**src/rtl/ecc_scrub_ctrl.sv**
```systemverilog
// ECC scrub controller: paces the scrubber trigger, mirrors its row address,
// and accumulates per-row error strobes into saturating counters and a first-error capture.
module ecc_scrub_ctrl #(
  parameter int unsigned Depth         = 2048,
  parameter int unsigned AddrWidth     = $clog2(Depth),
  parameter int unsigned IntervalWidth = 16,
  parameter int unsigned CntWidth      = 16
) (
  input  logic                     clk_i,
  input  logic                     rst_i,
  input  logic                     cfg_enable_i,
  input  logic [IntervalWidth-1:0] cfg_interval_i,
  input  logic                     clr_i,
  output logic                     scrub_trigger_o,
  input  logic                     scrub_done_i,
  input  logic                     scrub_tag_bit_corrected_i,
  input  logic                     scrub_tag_uncorrectable_i,
  input  logic                     scrub_data_bit_corrected_i,
  input  logic                     scrub_data_uncorrectable_i,
  output logic [AddrWidth-1:0]     row_o,
  output logic                     sweep_done_o,
  output logic [CntWidth-1:0]      corr_cnt_o,
  output logic [CntWidth-1:0]      uncorr_cnt_o,
  output logic                     err_valid_o,
  output logic [AddrWidth-1:0]     err_addr_o,
  output logic                     err_tag_o,
  output logic                     err_data_o,
  output logic                     err_overflow_o,
  output logic                     irq_o
);

  localparam logic [1:0] StOff   = 2'd0;
  localparam logic [1:0] StCount = 2'd1;
  localparam logic [1:0] StReq   = 2'd2;

  localparam int unsigned SumW = CntWidth + 1;

  function automatic logic [CntWidth-1:0] sat_add(input logic [CntWidth-1:0] a,
                                                  input logic [1:0] inc);
    logic [CntWidth:0] s;
    s = {1'b0, a} + SumW'(inc);
    return s[CntWidth] ? '1 : s[CntWidth-1:0];
  endfunction

  logic [1:0]               state_q, state_d;
  logic [IntervalWidth-1:0] ivl_q, ivl_d;
  logic                     trig_q;
  logic [AddrWidth-1:0]     row_q, row_d;
  logic                     sweep_q, sweep_d;
  logic [CntWidth-1:0]      corr_q, corr_d, uncorr_q, uncorr_d;
  logic                     valid_q, valid_d, ovf_q, ovf_d;
  logic [AddrWidth-1:0]     addr_q, addr_d;
  logic                     tag_q, tag_d, data_q, data_d;
  logic                     last_row, unc_evt;
  logic [1:0]               corr_inc, uncorr_inc;

  always_comb begin
    state_d = state_q;
    ivl_d   = ivl_q;
    unique case (state_q)
      StOff: begin
        ivl_d = '0;
        if (cfg_enable_i) state_d = StCount;
      end
      StCount: begin
        if (!cfg_enable_i) begin
          state_d = StOff;
          ivl_d   = '0;
        end else if (ivl_q == cfg_interval_i) begin
          state_d = StReq;
          ivl_d   = '0;
        end else begin
          ivl_d = ivl_q + IntervalWidth'(1);
        end
      end
      StReq: begin
        ivl_d = '0;
        if (!cfg_enable_i)     state_d = StOff;
        else if (scrub_done_i) state_d = StCount;
      end
      default: begin
        state_d = StOff;
        ivl_d   = '0;
      end
    endcase
  end

  assign last_row = (row_q == AddrWidth'(Depth - 1));

  always_comb begin
    row_d   = row_q;
    sweep_d = 1'b0;
    if (scrub_done_i) begin
      row_d   = last_row ? '0 : row_q + AddrWidth'(1);
      sweep_d = last_row;
    end
  end

  // Clear is applied first so a same-cycle event lands on the cleared state.
  always_comb begin
    corr_inc   = scrub_done_i ? ({1'b0, scrub_tag_bit_corrected_i} + {1'b0, scrub_data_bit_corrected_i}) : 2'd0;
    uncorr_inc = scrub_done_i ? ({1'b0, scrub_tag_uncorrectable_i} + {1'b0, scrub_data_uncorrectable_i}) : 2'd0;
    unc_evt    = scrub_done_i & (scrub_tag_uncorrectable_i | scrub_data_uncorrectable_i);
    corr_d     = sat_add(clr_i ? '0 : corr_q, corr_inc);
    uncorr_d   = sat_add(clr_i ? '0 : uncorr_q, uncorr_inc);
    valid_d    = clr_i ? 1'b0 : valid_q;
    ovf_d      = clr_i ? 1'b0 : ovf_q;
    addr_d     = clr_i ? '0 : addr_q;
    tag_d      = clr_i ? 1'b0 : tag_q;
    data_d     = clr_i ? 1'b0 : data_q;
    if (unc_evt) begin
      if (!valid_d) begin
        valid_d = 1'b1;
        addr_d  = row_q;
        tag_d   = scrub_tag_uncorrectable_i;
        data_d  = scrub_data_uncorrectable_i;
      end else begin
        ovf_d = 1'b1;
      end
    end
  end

  always_ff @(posedge clk_i) begin
    if (rst_i) begin
      state_q  <= StOff;
      ivl_q    <= '0;
      trig_q   <= 1'b0;
      row_q    <= '0;
      sweep_q  <= 1'b0;
      corr_q   <= '0;
      uncorr_q <= '0;
      valid_q  <= 1'b0;
      ovf_q    <= 1'b0;
      addr_q   <= '0;
      tag_q    <= 1'b0;
      data_q   <= 1'b0;
    end else begin
      state_q  <= state_d;
      ivl_q    <= ivl_d;
      trig_q   <= (state_d == StReq);
      row_q    <= row_d;
      sweep_q  <= sweep_d;
      corr_q   <= corr_d;
      uncorr_q <= uncorr_d;
      valid_q  <= valid_d;
      ovf_q    <= ovf_d;
      addr_q   <= addr_d;
      tag_q    <= tag_d;
      data_q   <= data_d;
    end
  end

  assign scrub_trigger_o = trig_q;
  assign row_o           = row_q;
  assign sweep_done_o    = sweep_q;
  assign corr_cnt_o      = corr_q;
  assign uncorr_cnt_o    = uncorr_q;
  assign err_valid_o     = valid_q;
  assign err_addr_o      = addr_q;
  assign err_tag_o       = tag_q;
  assign err_data_o      = data_q;
  assign err_overflow_o  = ovf_q;
  assign irq_o           = valid_q;

endmodule

```
**config.mk**
```make
export PLATFORM = sky130hd
export DESIGN_NAME = ecc_scrub_ctrl
export DESIGN_NICKNAME = d
export VERILOG_FILES = /design/src/rtl/ecc_scrub_ctrl.sv
export SDC_FILE = /design/constraint.sdc
export NUM_CORES = 1
export LEC_CHECK = 0
export ABC_AREA = 1
export BUFFER_PORTS_ARGS = -buffer_cell sky130_fd_sc_hd__buf_2
export CAP_MARGIN = 20
export CORE_UTILIZATION = 30
export CTS_CLUSTER_SIZE = 16
export DETAILED_ROUTE_END_ITERATION = 8
export GPL_ROUTABILITY_DRIVEN = 0
export SLEW_MARGIN = 20
export SYNTH_ARGS = -nofsm -noshare
export SYNTH_HDL_FRONTEND = slang
export SYNTH_SLANG_ARGS = --single-unit
```
**constraint.sdc**
```tcl
create_clock -name clk_i -period 2.2 [get_ports clk_i]
set_clock_uncertainty 0.05 [all_clocks]
set_input_delay 0.11 -clock clk_i [delete_from_list [all_inputs] [get_ports clk_i]]
set_output_delay 0.11 -clock clk_i [all_outputs]
set_load 0.01 [all_outputs]
```
After elaboration in Yosys (flattened, before gate mapping)
Cells that the tools add are included.
{ "word_totals": {"reg_bits": 78, "word_cells": 58, "input_bits": 25} }
{ "op_classes": {"mux": 27, "reduce_logical": 3, "addsub": 6, "n_bitwise": 5, "eq_ne": 5} }
{ "ops": {"columns": ["operator", "n"], "rows": [
  ["$mux 16", 4],
  ["$mux 11", 4],
  ["$add 16x2->17", 2],
  ["$add 16x1->16 const B", 1],
  ["$eq 16x16->1", 1],
  ["$mux 2", 7],
  ["$add 11x1->11 const B", 1],
  ["$eq 11x11->1 const B", 1],
  ["$mux 1", 11],
  ["$pmux 2 s3", 1],
  ["$add 1x1->2", 2],
  ["$eq 2x2->1 const B", 2],
  ["$reduce_or 4->1", 1],
  ["$not 1->1", 3],
  ["$eq 2x1->1 const B", 1],
  ["$logic_not 2->1", 1],
  ["$reduce_or 2->1", 1],
  ["$and 1x1->1", 1],
  ["$or 1x1->1", 1]
]} }

Logic depth before layout (Yosys ltp)
Gate-level depths: netlist of the first run.
{ "depth": {"ltp_word": 5, "ltp_mapped": 16, "mapped_depth_nobuf": 15} }

Worst setup path after synthesis of the first run
OpenSTA, ideal clock, no wires.
{ "synth_path": {"path_type": "in2reg", "from": "in clr_i", "to": "reg corr_q[5] (netlist: corr_cnt_o[5])", "setup_slack_ns": 0.124, "t_required_ns": 2.078, "setup_time_ns": 0.072, "arrival_ns": 1.955, "cell_stages": 12, "cell_sequence": "buf_6 clkinv_4 buf_6 clkbuf_1 nand2_1 fa_1 nor2_1 nand2_1 inv_2 nand4_4 buf_6 a21oi_1"} }
{ "synth_between": {"elab_chain_len": 3} }
{ "synth_rtl": {"columns": ["element", "line", "rtl"], "rows": [
  ["start, declared", "13", "input logic clr_i,"],
  ["$mux 16", "104", "corr_d = sat_add(clr_i ? '0 : corr_q, corr_inc);"],
  ["$add 16x2->17", "41", "s = {1'b0, a} + SumW'(inc);"],
  ["$mux 16", "42", "return s[CntWidth] ? '1 : s[CntWidth-1:0];"],
  ["end signal, assigned", "143", "corr_q <= corr_d;"],
  ["end, declared", "50", "logic [CntWidth-1:0] corr_q, corr_d, uncorr_q, uncorr_d;"]
]} }
No other way between the ends.
A chain may end at the register's enable or synchronous reset.

Worst setup path in the final report of the first run
{ "layout_path": {"from": "reg corr_q[0] (netlist: corr_cnt_o[0])", "to": "reg corr_q[8] (netlist: corr_cnt_o[8])"} }
{ "layout_between": {"elab_chain_len": 3} }
{ "layout_rtl": {"columns": ["element", "line"], "rows": [
  ["$mux 16", "104"],
  ["$add 16x2->17", "41"],
  ["$mux 16", "42"]
]} }
No other way between the ends.

==> impl.org, run 1 <==
** GRT
- The initial antenna violation count is 0.
- Total congestion overflow :: 0
- Global-route wire length before repair :: 17.66 mm
- Via count of the first global-routing pass :: 3,720
- GRT Total Usage :: 15.30%
- Entering global routing, the biggest net connects 33 pins.

** Floorplanning
- Starting density of the core :: 31.14%
- The die is 122.7 um tall.
- In this run the horizontal extent of the chip is 122.7 um.
- Cell row count :: 43
- Pin placement for this block handled 86 I/O pins.
- The die covers 15,060 um2.
- The floorplan step defined a core boundary enclosing 14,040 um2.

** Final layout
- Area of combinational cells with multiple inputs :: 2240 um2
- Register cell area after layout :: 1562 um2
- From synthesis to final layout, the design area changed by 23.12%.
- For this run, the post-layout net count is 800.
- Design area :: 5384 um2
- Antenna diodes :: 0
- Share of cells above drive strength 1 :: 18.86%
- Number of filler instances in the final layout :: 1,489

** Placed design
- Detailed placement finished with a half-perimeter wire length of 8.046 mm.
- Buffers placed on the I/O ports in this run total 85.
- Summing all placed instances gives a cell area of 5014 um2.
- Prior to clock tree synthesis, the placed netlist has a worst setup slack of -0.09956 ns.

** Yosys
- FF+latch count, synth :: 78
- Net Count, Synth :: 706
- By area, the combinational part of the netlist is dominated by simple AND/OR/NAND/NOR gates.
- sky130_fd_sc_hd__dfxtp_1 takes more of the synthesized area than any other cell.
- Ranked by total cell area, the synthesized netlist is headed by sky130_fd_sc_hd__dfxtp_1 (36%), sky130_fd_sc_hd__nand2_1 (15%), sky130_fd_sc_hd__inv_1 (10%).
- A synthesized cell averages 6.527 um2.
- Summing the areas of all and, or, nand and nor instances in the mapped netlist gives 34.45% of the synthesized area.
- For this run, the leading register cell type out of synthesis is sky130_fd_sc_hd__dfxtp_1.
- Yosys printed 0 warnings.
- The cell area that synthesis handed to floorplanning was 4373 um2.
- Cells after Synth :: 670
- Top-count cell post-synth :: sky130_fd_sc_hd__nand2_1
- Yosys top cell area share :: 35.71%
- Area fraction in compound gates after synthesis :: 6.209%
- The portion of synthesized area spent on multiplexers is 0%.
- The netlist uses 30 different library cells.
- Most frequent cells after synthesis :: sky130_fd_sc_hd__nand2_1 (169), sky130_fd_sc_hd__inv_1 (122), sky130_fd_sc_hd__nor2_1 (92)
- Number of flops mapped to enable cells by yosys :: 0
- Counting flops with an async set or reset pin after synthesis yields a share of 0%.
- Sequential cells were found to cover 35.71% of the synthesized design area.
- Adder-cell area share of the yosys netlist :: 3.491%
- Summing the areas of all xor and xnor instances in the mapped netlist gives 6.409% of the synthesized area.

** Critical path
- Crit path max fanout :: 3
- On the critical path, the stage with the largest delay is an instance of sky130_fd_sc_hd__fa_1.
- STA puts the critical path data required time at 2.37 ns.
- Largest stage delay, worst path :: 0.41 ns
- The signal on the critical path passes through inv_1 -> nor2_1 -> ha_1 -> inv_1 -> fa_1 -> nor2_1 -> nand2_1 -> inv_2 -> buf_4 -> nand2_1 -> xor2_1 -> a21oi_2.
- The critical path is of the reg -> reg type.
- Crit end category :: flip-flop
- Arrival @ worst endpoint :: 2.18 ns
- The worst setup path is launched from a flip-flop.

** CTS
- The H-tree was split into 3 levels.
- Clock tree buffer depth :: 2
- Clock Root Buffer :: sky130_fd_sc_hd__clkbuf_16
- Register clock-pin slew on the reported worst setup and hold paths :: 0.06 ns
- Source-to-sink clock delay at the later pin of the worst-skew pair :: 0.34 ns
- Number of buffers added by the clock tree synthesis step :: 9
- TritonCTS clock tree :: done
- Number of clock sinks :: 78

** Drt
- After detailed routing, the average wire length per cell comes to 11.36 um.
- The first routing iteration left 150 violations.
- The first detailed-routing pass took 4 iterations.
- Vias per std cell :: 4.369
- Post-detailed-route DRC marker count :: 0
- Via count :: 4,146
- For this block, the routed nets add up to 10.79 mm of wire.
- The count of nets left with antenna violations once routing finished came out at 0.

** Hold path
- The min-delay analysis places its worst path in the category in -> reg.

** Status
- The flow ran to the end, and the final reports show no timing, DRC or antenna violations.

** STA
- Share of the cycle needed by the critical path after routing :: 91.34%
- Count of final hold-check violations :: 0
- At the pin with the least slew margin, the transition time is 0.4371 ns.
- Shortest period the worst path allows :: 2.010 ns
- In this run the tightest slew margin relative to its limit is 70.79%.
- For this run, the top clock speed supported by timing is 0.4976 GHz.
- Total count of max-transition violations in the final report :: 0
- Setup violations remaining at the end of the flow were counted as 0.
- Final-layout worst hold slack :: 0.05255 ns
- Final Worst Setup Slack :: 0.1904 ns

** Power
- Dividing total power by cell area gives a power density of 599.9 nW/um2.
- Worst supply voltage drop on vdd :: 0.3245 mV
- Static Leak :: 0.002649 uW
- Total power for the finished layout comes to 3230 uW.

** Job
- Max Cap Viol :: 0
==> report_power, final <==
group          switching (uW)  internal, uW
sequential               19.0          1440
combinational             141          88.1
clock                     626           915
==> worst max-delay path: cells and delay by family (launching register included) <==
| kind | cells | cell delay (ns) |
|---|---|---|
| fa+ha+maj | 2 | 0.57 |
| simple gates | 4 | 0.38 |
| flops | 1 | 0.33 |
| buf+inv | 4 | 0.32 |
| xor+xnor | 1 | 0.17 |
| compound gates | 1 | 0.07 |
==> path summary, 6_finish.rpt <==
path / start / to / slack, ns / cells after the start
worst max-delay path: corr_cnt_o[0]$_SDFF_PP0_ / corr_cnt_o[8]$_SDFF_PP0_ / 0.19 / 12
worst min-delay path: scrub_tag_uncorrectable_i / err_tag_o$_SDFF_PP0_ / 0.05 / 4
worst max register to register: corr_cnt_o[0]$_SDFF_PP0_ / corr_cnt_o[8]$_SDFF_PP0_ / 0.19 / 12
worst min register to register: ivl_q[0]$_SDFF_PP0_ / ivl_q[0]$_SDFF_PP0_ / 0.42 / 1
==> registers in the layout, indices dropped and copies added, names as in the netlist <==
register,cells
err_tag_o,1
state_q,2
row_o,11
ivl_q,16
err_data_o,1
err_valid_o,1
err_addr_o,11
err_overflow_o,1
scrub_trigger_o,1
sweep_done_o,1
corr_cnt_o,16
uncorr_cnt_o,16
==> what timing repair did <==
action                                  CTS  global route
endpoints found under the setup margin    0            32
setup buffers                             0             1
hold buffers                              1             0
gates resized for setup                   0             5
endpoints found under the hold margin     1             0
==> cell type report <==
type | count | area share [%]
Clock inverter | 6 | 1.301
Sequential cell | 78 | 29.00
Multi-Input combinational cell | 445 | 41.60
Tap cell | 180 | 4.183
Inverter | 130 | 9.203
Clock buffer | 10 | 4.439
Timing Repair Buffer | 100 | 10.27
==> logic make-up (layout without fill, tap and decap cells) <==
| kind of cell | count (synthesis) | in the layout |
|---|---|---|
| AO/OA/AOI/OAI | 50 | 50 |
| XOR/XNOR | 32 | 32 |
| adder cells (fa/ha/maj) | 11 | 11 |
| buffers and inverters | 148 | 246 |
| flip-flops | 78 | 78 |
| AND/OR/NAND/NOR | 351 | 352 |
==> cells in the final DEF, fill, tap and decap left out <==
cell,Yosys,final
sky130_fd_sc_hd__clkbuf_16,0,9
sky130_fd_sc_hd__or2_2,2,2
sky130_fd_sc_hd__nor2_2,7,9
sky130_fd_sc_hd__xnor2_1,5,5
sky130_fd_sc_hd__fa_1,2,2
sky130_fd_sc_hd__buf_2,2,85
sky130_fd_sc_hd__nand4_4,2,3
sky130_fd_sc_hd__dlygate4sd3_1,0,1
sky130_fd_sc_hd__nand3_2,1,1
sky130_fd_sc_hd__nand2_1,169,168
sky130_fd_sc_hd__dfxtp_1,78,78
sky130_fd_sc_hd__xor2_1,27,27
sky130_fd_sc_hd__nor2_4,2,2
sky130_fd_sc_hd__nand4_1,10,10
sky130_fd_sc_hd__a21oi_2,3,3
sky130_fd_sc_hd__nand3_1,57,57
sky130_fd_sc_hd__a31o_2,1,1
sky130_fd_sc_hd__ha_1,9,9
sky130_fd_sc_hd__clkbuf_8,0,1
sky130_fd_sc_hd__buf_12,0,1
sky130_fd_sc_hd__clkinvlp_4,0,3
sky130_fd_sc_hd__inv_1,122,122
sky130_fd_sc_hd__o21ai_0,16,16
sky130_fd_sc_hd__inv_6,0,1
sky130_fd_sc_hd__nand2_2,0,1
sky130_fd_sc_hd__buf_4,2,13
sky130_fd_sc_hd__nand3b_1,1,1
sky130_fd_sc_hd__nor2_1,92,90
sky130_fd_sc_hd__a21oi_1,27,27
sky130_fd_sc_hd__clkinv_4,1,2
sky130_fd_sc_hd__inv_4,0,1
sky130_fd_sc_hd__bufinv_16,0,1
sky130_fd_sc_hd__a2bb2oi_1,1,1
sky130_fd_sc_hd__a31oi_1,2,2
sky130_fd_sc_hd__inv_2,7,6
sky130_fd_sc_hd__nor3_1,8,8
==> metal layers <==
layer  share of wire, %  global-route usage (%)
met1                 49                   20.17
met2                 44                   23.74
met3                4.0                   2.695
met4                2.2                   8.003
met5                  0                       0
==> metrics by stage <==
step                      instances  util [%]  setup TNS [ns]
after global placement          930     35.70         -0.2819
after detailed placement        930     35.70         -0.9128
after floorplan                 670         -               0
after global routing            949     38.34       -0.001096
final                           949     38.34               0
after CTS                       947     37.98               0
Power figures use the tool's default switching activity.
==> run 2: changes to the inputs <==
Settings changed: CORE_ASPECT_RATIO set to 1.2, RECOVER_POWER set to 50.
==> run 2 against run 1 <==
Total power rose by 0.55%. Non-clock buffer count did not move. Critical path type unchanged. Clock power barely moved. Critical path depth fell by 1. Worst hold slack got worse by 0.026 ns. Register-to-register slack got worse by 0.02 ns. Routed wire length rose by 1.3%. Final area fell by 1.6%. Sequential share of layout area rose by 0.48 points. Core utilization fell by 0.50 points. The flow now finishes with violations (design-rule violations).
==> impl.org, run 2 (synthesized netlist as in run 1, its figures left out) <==
** GRT
- The initial antenna violation count was 0 (unchanged).
- Via count of the first global-routing pass :: 3,966 (was 3,720)
- Largest net degree at the start of global routing :: 33 (unchanged)
- The combined global-route utilization of all metal layers came to 15.02% (was 15.30%).
- The first-pass GRT wire length came to 18.14 mm (was 17.66 mm).
- The total overflow reported by the global router came to 0 (unchanged).

** CTS
- The TritonCTS buffer count came to 9 (unchanged).
- The cell chosen for the clock root was sky130_fd_sc_hd__clkbuf_16 (unchanged).
- Source-to-sink clock delay at the later pin of the worst-skew pair :: 0.33 ns (was 0.34 ns)
- Clock tree buffer depth :: 2 (unchanged)
- The cts-stage hold buffer count came to 0 (was 1).
- Number of H-tree levels :: 3 (unchanged)
- The clock-pin slew of the registers on the worst-case setup and hold paths is 0.06 ns (about the same).
- The CTS tree is done (unchanged).
- The CTS sink count came to 78 (unchanged).

** Critical path
- The critical path depth in cells was 11 (was 12).
- Arrival @ worst endpoint :: 2.24 ns (was 2.18 ns)
- Crit end category :: flip-flop (unchanged)
- Logic depth of the worst register-to-register path :: 11 (was 12)
- Series of cell instances along the critical path: inv_1 -> nor2_1 -> ha_1 -> inv_1 -> fa_2 -> nor2_2 -> nand2_2 -> inv_2 -> buf_4 -> nand4_4 -> a31oi_1 (was inv_1 -> nor2_1 -> ha_1 -> inv_1 -> fa_1 -> nor2_1 -> nand2_1 -> inv_2 -> buf_4 -> nand2_1 -> xor2_1 -> a21oi_2).
- The reg-to-reg critical path startpoint is uncorr_cnt_o[0]$_SDFF_PP0_ (was corr_cnt_o[0]$_SDFF_PP0_).
- The termination of the worst setup path was uncorr_cnt_o[2]$_SDFF_PP0_ (was corr_cnt_o[8]$_SDFF_PP0_).
- Crit path buf inv count :: 4 (unchanged)
- The data required time of the critical path came to 2.41 ns (was 2.37 ns).
- The timing startpoint of the critical path was uncorr_cnt_o[0]$_SDFF_PP0_ (was corr_cnt_o[0]$_SDFF_PP0_).
- The type of the worst setup path is reg -> reg (unchanged).
- Crit path max fanout :: 8 (was 3)
- Dominant delay contributor by cell family on the critical path :: adder cells (unchanged)
- Worst setup slack for register-to-register paths :: 0.17 ns (was 0.19 ns)
- Slowest cell on the critical path :: sky130_fd_sc_hd__fa_2 (was sky130_fd_sc_hd__fa_1)
- Type of origin of the critical path :: flip-flop (unchanged)
- RR Endpoint :: uncorr_cnt_o[2]$_SDFF_PP0_ (was corr_cnt_o[8]$_SDFF_PP0_)
- Largest stage delay, worst path :: 0.36 ns (was 0.41 ns)
- Library cell appearing most often on the critical path :: sky130_fd_sc_hd__inv_1

** Floorplanning
- Cell row count :: 47 (was 43)
- Number of I/O pins :: 86 (unchanged)
- Chip Width :: 112.2 um (was 122.7 um)
- The initial core utilization was 31.24% (was 31.14%).
- Total Die Area :: 15,070 um2 (was 15,060 um2)
- Vertical die dimension :: 134.3 um (was 122.7 um)
- Core region area :: 14,000 um2 (was 14,040 um2)

** STA
- The post-route minimum period came to 2.034 ns (was 2.010 ns).
- Max Freq :: 0.4916 GHz (was 0.4976 GHz)
- Normalized max-slew margin :: 53.91% (was 70.79%)
- The worst-margin pin slew was 0.6913 ns (was 0.4371 ns).
- The number of failing setup endpoints in the final timing report was 0 (unchanged).
- Total count of max-transition violations in the final report :: 0 (unchanged)
- Final Worst Setup Slack :: 0.1658 ns (was 0.1904 ns)
- Setup repair after global routing missed its margin :: no
- Share of the cycle needed by the critical path after routing :: 92.46% (was 91.34%)
- The total negative slack is 0 ns (unchanged).
- The number of hold violations in the final report was 0 (unchanged).

** Drt
- Number of violations reported at the end of detailed-routing iteration 0 :: 115 (was 150)
- Post-detailed-route DRC marker count :: 3 (was 0)
- WL/cell :: 11.65 um (was 11.36 um)
- The detail-routed via count per cell was 4.452 (was 4.369).
- The number of vias in the routed layout is 4,176 (was 4,146).
- First-pass detailed-route iteration total :: 6 (was 4)
- The detailed-route wire length is 10.93 mm (was 10.79 mm).
- Detail Route Antenna Nets :: 0 (unchanged)

** Power
- Power density over the cells :: 613.2 nW/um2 (was 599.9 nW/um2)
- The portion of total power attributed to sequential cells came to 44.9% (was 45.2%).
- Clock network fraction of total power :: 48.4% (was 47.7%)
- The design internal power came to 2527 uW (was 2443 uW).
- The largest vdd supply drop is 0.4134 mV (was 0.3245 mV).
- Power dissipated by switching net loads :: 720.9 uW (was 786.5 uW)
- Proportion of power drawn by combinational gates :: 6.7% (was 7.1%)
- The reported leakage power was 0.002397 uW (was 0.002649 uW).
- Switching Fraction :: 22.20% (was 24.35%)

** Final layout
- The final antenna diode count is 0 (unchanged).
- Most frequent cells in the layout: sky130_fd_sc_hd__nand2_1 (168), sky130_fd_sc_hd__inv_1 (122), sky130_fd_sc_hd__nor2_1 (91), sky130_fd_sc_hd__dfxtp_1 (78), sky130_fd_sc_hd__clkbuf_1 (62) (was sky130_fd_sc_hd__nand2_1 (168), sky130_fd_sc_hd__inv_1 (122), sky130_fd_sc_hd__nor2_1 (90), sky130_fd_sc_hd__buf_2 (85), sky130_fd_sc_hd__dfxtp_1 (78)).
- Share of cells above drive strength 1 :: 11.08% (was 18.86%)
- The number of nets at the end of the flow is 800 (unchanged).
- Number of filler instances in the final layout :: 1,538 (was 1,489)
- The most common cell after layout, fill and taps aside is sky130_fd_sc_hd__nand2_1 (unchanged).
- Area growth from synthesis to layout :: 21.12% (was 23.12%)

** Status
- Run status: finished, violations left (was complete, no violations).
- The final reports fail on design-rule violations.

** Placed design
- The placed wire-length estimate after detailed placement is 8.097 mm (was 8.046 mm).
- The quantity of I/O buffers inserted on ports was 85 (unchanged).
- Worst setup slack before clock tree synthesis :: -0.03279 ns (was -0.09956 ns)

** Job
- The max capacitance violation total was 0 (unchanged).

** Hold path
- Hold-critical path depth :: 3 (was 4)
- The path category of the worst min-delay check is in -> reg (unchanged).
- The hold path startpoint is cfg_enable_i (was scrub_tag_uncorrectable_i).
-- run 2: changes by cell type in the layout (fill, tap and decap cells not counted), moves of 2 or more --
cell	delta
sky130_fd_sc_hd__clkbuf_1	+62
sky130_fd_sc_hd__buf_2	-61
sky130_fd_sc_hd__a21oi_1	-2
sky130_fd_sc_hd__a21oi_2	+2
sky130_fd_sc_hd__clkinv_4	-2
sky130_fd_sc_hd__clkinvlp_4	-2
sky130_fd_sc_hd__fa_1	-2
sky130_fd_sc_hd__fa_2	+2
-- run 2: cell type report --
class	instances	area [um2]	share of cell area [%]
tap	171	214.0	4.040
inverter	130	489.2	9.237
clock inverter	4	72.57	1.370
multi-input combinational	445	2250	42.48
timing repair buffer	100	470.5	8.883
sequential	78	1562	29.48
clock buffer	10	239.0	4.512
-- run 2: worst min path at each step --
stage / end / slack [ns]
6_report: state_q[0]$_SDFF_PP0_ / 0.03
3_5_place_dp: state_q[0]$_SDFF_PP0_ / 0.37
4_1_cts: state_q[0]$_SDFF_PP0_ / 0.02
2_1_floorplan: err_data_o$_SDFF_PP0_ / 0.20
3_3_place_gp: state_q[0]$_SDFF_PP0_ / 0.37
5_1_grt: state_q[0]$_SDFF_PP0_ / 0.04
-- run 2: power groups by stage --
| stage | Sequential, uW | Clock, uW | Combinational [uW] |
|---|---|---|---|
| 3_3_place_gp | 1490 | 0 | 228 |
| 5_1_grt | 1460 | 1670 | 252 |
| 2_1_floorplan | 1500 | 0 | 124 |
| 4_1_cts | 1460 | 1620 | 229 |
| 3_5_place_dp | 1490 | 0 | 228 |
| 6_report | 1460 | 1570 | 218 |
-- run 2: timing repair --
item	4_1_cts	5_1_grt
endpoints found under the setup margin	0	18
gates resized for setup	0	7
setup buffers	0	1
endpoints found under the hold margin	0	0
-- run 2: layer usage --
layer	global-route usage (%)	share of wire, %
met1	18.21	47
met2	26.19	47
met3	3.525	4.7
met4	4.741	1.2
met5	0	0
-- run 2: per-stage QoR --
step / utilization [%] / hold slack (ns) / power [uW] / cell area, um2 / instances
2_1_floorplan: - / 0.1953 / 1623 / 4373 / 670
3_3_place_gp: 35.88 / 0.3722 / 1716 / 5022 / 922
3_5_place_dp: 35.88 / 0.3714 / 1716 / 5022 / 922
4_1_cts: 38.11 / 0.01783 / 3303 / 5334 / 936
5_1_grt: 37.84 / 0.04079 / 3385 / 5296 / 938
6_report: 37.84 / 0.02637 / 3247 / 5296 / 938
-- run 2: worst register-to-register path, cell delays in order, from the launching register on --
cell and delay [ns]:
sky130_fd_sc_hd__dfxtp_1 0.34, sky130_fd_sc_hd__inv_1 0.05, sky130_fd_sc_hd__nor2_1 0.09, sky130_fd_sc_hd__ha_1 0.16, sky130_fd_sc_hd__inv_1 0.06, sky130_fd_sc_hd__fa_2 0.37, sky130_fd_sc_hd__nor2_2 0.14, sky130_fd_sc_hd__nand2_2 0.09
sky130_fd_sc_hd__inv_2 0.10, sky130_fd_sc_hd__buf_4 0.13, sky130_fd_sc_hd__nand4_4 0.19, sky130_fd_sc_hd__a31oi_1 0.22
==> run 3: changes to the inputs <==
Settings changed: CELL_PAD_IN_SITES_DETAIL_PLACEMENT set to 1, CELL_PAD_IN_SITES_GLOBAL_PLACEMENT set to 2, CORE_UTILIZATION 30 to 27, PLACE_DENSITY_LB_ADDON set to 0.1.
==> run 3 against run 2 <==
The run now ends clean. Combinational power is 7% higher. Setup slack better by 0.037 ns. Highest routed layer unchanged. Count of clock-buffer cells in the layout stayed put. Critical endpoint is now corr_cnt_o[10]$_SDFF_PP0_.
==> impl.org, run 3 (synthesized netlist as in run 1, its figures left out) <==
** STA
- The max-slew headroom at the worst pin is 70.23% (was 53.91%).
- Setup violations, final :: 0 (unchanged)
- Max Freq :: 0.5007 GHz (was 0.4916 GHz)
- The post-route minimum period came to 1.997 ns (was 2.034 ns).
- The worst-margin pin slew was 0.4455 ns (was 0.6913 ns).
- The number of hold violations in the final report was 0 (unchanged).
- Share of the cycle needed by the critical path after routing :: 90.78% (was 92.46%)
- The number of pins exceeding their max-slew limit in the final report is 0 (unchanged).
- Setup repair after global routing missed its margin: no (unchanged).

** Hold path
- The number of cells on the worst hold path was 3 (unchanged).
- Start point of the worst min-delay path :: cfg_enable_i (unchanged)
- The path category of the worst min-delay check is in -> reg (unchanged).
- The hold-critical path endpoint is state_q[0]$_SDFF_PP0_ (unchanged).

** Critical path
- Required time reported for the critical path endpoint :: 2.37 ns (was 2.41 ns)
- Slowest cell on the critical path :: sky130_fd_sc_hd__fa_1 (was sky130_fd_sc_hd__fa_2)
- The maximum fanout encountered on the critical timing path came to 4 (was 8).
- RR Endpoint :: corr_cnt_o[10]$_SDFF_PP0_ (was uncorr_cnt_o[2]$_SDFF_PP0_)
- The kind of capture point of the worst setup path is a flip-flop (unchanged).
- The reg-to-reg critical path startpoint was corr_cnt_o[0]$_SDFF_PP0_ (was uncorr_cnt_o[0]$_SDFF_PP0_).
- The largest stage delay on the critical path was 0.37 ns (was 0.36 ns).
- The worst endpoint data arrival time was 2.17 ns (was 2.24 ns).
- Type of origin of the critical path :: flip-flop (unchanged)
- The slack of the worst reg-to-reg path is 0.20 ns (was 0.17 ns).
- The number of cells traversed by the worst register-to-register path came to 12 (was 11).
- Series of cell instances along the critical path: inv_1 -> nor2_1 -> ha_1 -> inv_1 -> fa_1 -> nor2_1 -> nand2_1 -> inv_2 -> buf_4 -> nand3_1 -> xor2_1 -> a21oi_2 (was inv_1 -> nor2_1 -> ha_1 -> inv_1 -> fa_2 -> nor2_2 -> nand2_2 -> inv_2 -> buf_4 -> nand4_4 -> a31oi_1).
- The type of the worst setup path is reg -> reg (unchanged).

** Placed design
- The quantity of I/O buffers inserted on ports came to 85 (unchanged).
- The post-placement cell count is 966 (was 922).
- The placed wire-length estimate after detailed placement is 10.26 mm (was 8.097 mm).
- Post-place instance area :: 5134 um2 (was 5022 um2)

** CTS
- Number of buffers added by the clock tree synthesis step :: 9 (unchanged)
- Source-to-sink clock delay at the later pin of the worst-skew pair :: 0.35 ns (was 0.33 ns)
- The CTS sink count is 78 (unchanged).
- The clock-pin slew of the registers on the worst-case setup and hold paths is 0.07 ns (was 0.06 ns).
- TritonCTS clock tree :: done (unchanged)
- The cts-stage hold buffer count was 0 (unchanged).
- The largest buffer count on any clock path is 2 (unchanged).
- The H-tree level count came to 3 (unchanged).
- Clock Root Buffer :: sky130_fd_sc_hd__clkbuf_16 (unchanged)

** GRT
- Initial antenna violation count :: 1 (was 0)
- GRT Total Usage :: 16.79% (was 15.02%)
- Via count of the first global-routing pass :: 4,577 (was 3,966)
- The first-pass GRT wire length was 22.08 mm (was 18.14 mm).
- Total congestion overflow :: 0 (unchanged)
- Largest net degree at the start of global routing :: 33 (unchanged)

** Drt
- Detail Route Antenna Nets :: 0 (unchanged)
- The number of vias in the routed layout came to 4,338 (was 4,176).
- First-pass detailed-route iteration total :: 4 (was 6)
- Vias per std cell :: 4.413 (was 4.452)
- The number of DRC markers after the initial detailed-route iteration came to 91 (was 115).
- The detailed-route wire length was 13.33 mm (was 10.93 mm).
- WL/cell :: 13.56 um (was 11.65 um)
- Post-detailed-route DRC marker count :: 0 (was 3)

** Floorplanning
- Core region area :: 15,700 um2 (was 14,000 um2)
- Starting density of the core :: 27.85% (was 31.24%)
- Cell row count :: 50 (was 47)
- The die boundary width is 118.2 um (was 112.2 um).
- Vertical die dimension :: 141.4 um (was 134.3 um)
- Number of I/O pins :: 86 (unchanged)
- The full die area came to 16,710 um2 (was 15,070 um2).

** Final layout
- Most frequent cells in the layout :: sky130_fd_sc_hd__nand2_1 (168), sky130_fd_sc_hd__inv_1 (122), sky130_fd_sc_hd__nor2_1 (90), sky130_fd_sc_hd__dfxtp_1 (78), sky130_fd_sc_hd__clkbuf_1 (60) (was sky130_fd_sc_hd__nand2_1 (168), sky130_fd_sc_hd__inv_1 (122), sky130_fd_sc_hd__nor2_1 (91), sky130_fd_sc_hd__dfxtp_1 (78), sky130_fd_sc_hd__clkbuf_1 (62))
- The share of post-route cells with drive strength above 1 is 11.89% (was 11.08%).
- The area overhead of the layout relative to synthesis was 22.92% (was 21.12%).
- The final instance count without filler cells was 983 (was 938).
- The area occupied by registers was 1562 um2 (unchanged).
- Design area :: 5375 um2 (was 5296 um2)
- Nets :: 805 (was 800)
- Final design utilization :: 34.23% (was 37.84%)
- The most common cell after layout, fill and taps aside is sky130_fd_sc_hd__nand2_1 (unchanged).
- The area occupied by multi-input gates is 2221 um2 (was 2250 um2).
- The fill cell instance count of the final layout was 2,059 (was 1,538).

** Power
- Total Power :: 3285 uW (was 3247 uW)
- Static Leak :: 0.002418 uW (was 0.002397 uW)
- The largest vdd supply drop was 0.3087 mV (was 0.4134 mV).
- The power density normalized to cell area came to 611.2 nW/um2 (was 613.2 nW/um2).

** Status
- Run status: complete, no violations (was finished, violations left).

** Job
- Max Cap Viol :: 0 (unchanged)
run 3: cell types whose count changed in the layout (fill, tap and decap cells not counted), sizes merged:
cell / previous run / this run
clkinv: 1 / 2
buf: 38 / 45
nand4: 13 / 12
clkbuf: 72 / 71
bufinv: 2 / 1
inv: 129 / 131
diode: 0 / 1
run 3: through the flow:
stage / hold WS, ns / worst slack (ns) / setup TNS (ns)
2_1_floorplan: 0.1953 / 0.1236 / 0
3_3_place_gp: 0.3592 / 0.009376 / 0
3_5_place_dp: 0.3849 / -0.04977 / -0.07706
4_1_cts: 0.008625 / 0.08009 / 0
5_1_grt: 0.02006 / 0.01025 / 0
6_report: 0.01800 / 0.2028 / 0
run 3: where the power goes:
| part | leakage, uW | total [uW] | switching [uW] | internal, uW |
|---|---|---|---|---|
| logic | 0.00164 | 234 | 151 | 82.7 |
| registers | 0.000632 | 1460 | 19.7 | 1440 |
| clock network | 0.000149 | 1590 | 673 | 919 |
| total | 0.00242 | 3290 | 843 | 2440 |
run 3: layout make-up:
type,instances,area share [%]
Inverter,130,9.101
Clock inverter,6,1.280
Sequential cell,78,29.05
Clock buffer,10,4.446
Tap cell,208,4.842
Timing Repair Buffer,106,9.916
Multi-Input combinational cell,444,41.32
Antenna cell,1,0.04655
run 3: what timing repair did:
action,CTS,global route
endpoints found under the setup margin,0,15
setup buffers,0,0
gates resized for setup,0,4
run 3: routing by layer:
layer	routed length, um	share of wire, %	GRT usage, %
met1	6173	46	19.88
met2	6575	49	29.91
met3	360	2.7	2.532
met4	221	1.7	7.490
met5	0	0	0
run 3: how the worst max path moves through the flow:
| stage | start | cells after the start | slack (ns) | end |
|---|---|---|---|---|
| after floorplan | clr_i | 12 | 0.12 | corr_cnt_o[5]$_SDFF_PP0_ |
| after global placement | scrub_tag_uncorrectable_i | 15 | 0.009 | uncorr_cnt_o[10]$_SDFF_PP0_ |
| after detailed placement | scrub_tag_uncorrectable_i | 16 | -0.05 | uncorr_cnt_o[14]$_SDFF_PP0_ |
| after CTS | uncorr_cnt_o[0]$_SDFF_PP0_ | 13 | 0.08 | uncorr_cnt_o[14]$_SDFF_PP0_ |
| after global routing | uncorr_cnt_o[0]$_SDFF_PP0_ | 12 | 0.01 | uncorr_cnt_o[10]$_SDFF_PP0_ |
| final | corr_cnt_o[0]$_SDFF_PP0_ | 12 | 0.20 | corr_cnt_o[10]$_SDFF_PP0_ |
run 3: worst max-delay path: cells and delay by family (launching register included):
family	cells	cell delay [ns]
fa+ha+maj	2	0.54
simple gates	4	0.40
flops	1	0.33
buf+inv	4	0.32
xor+xnor	1	0.17
compound gates	1	0.07
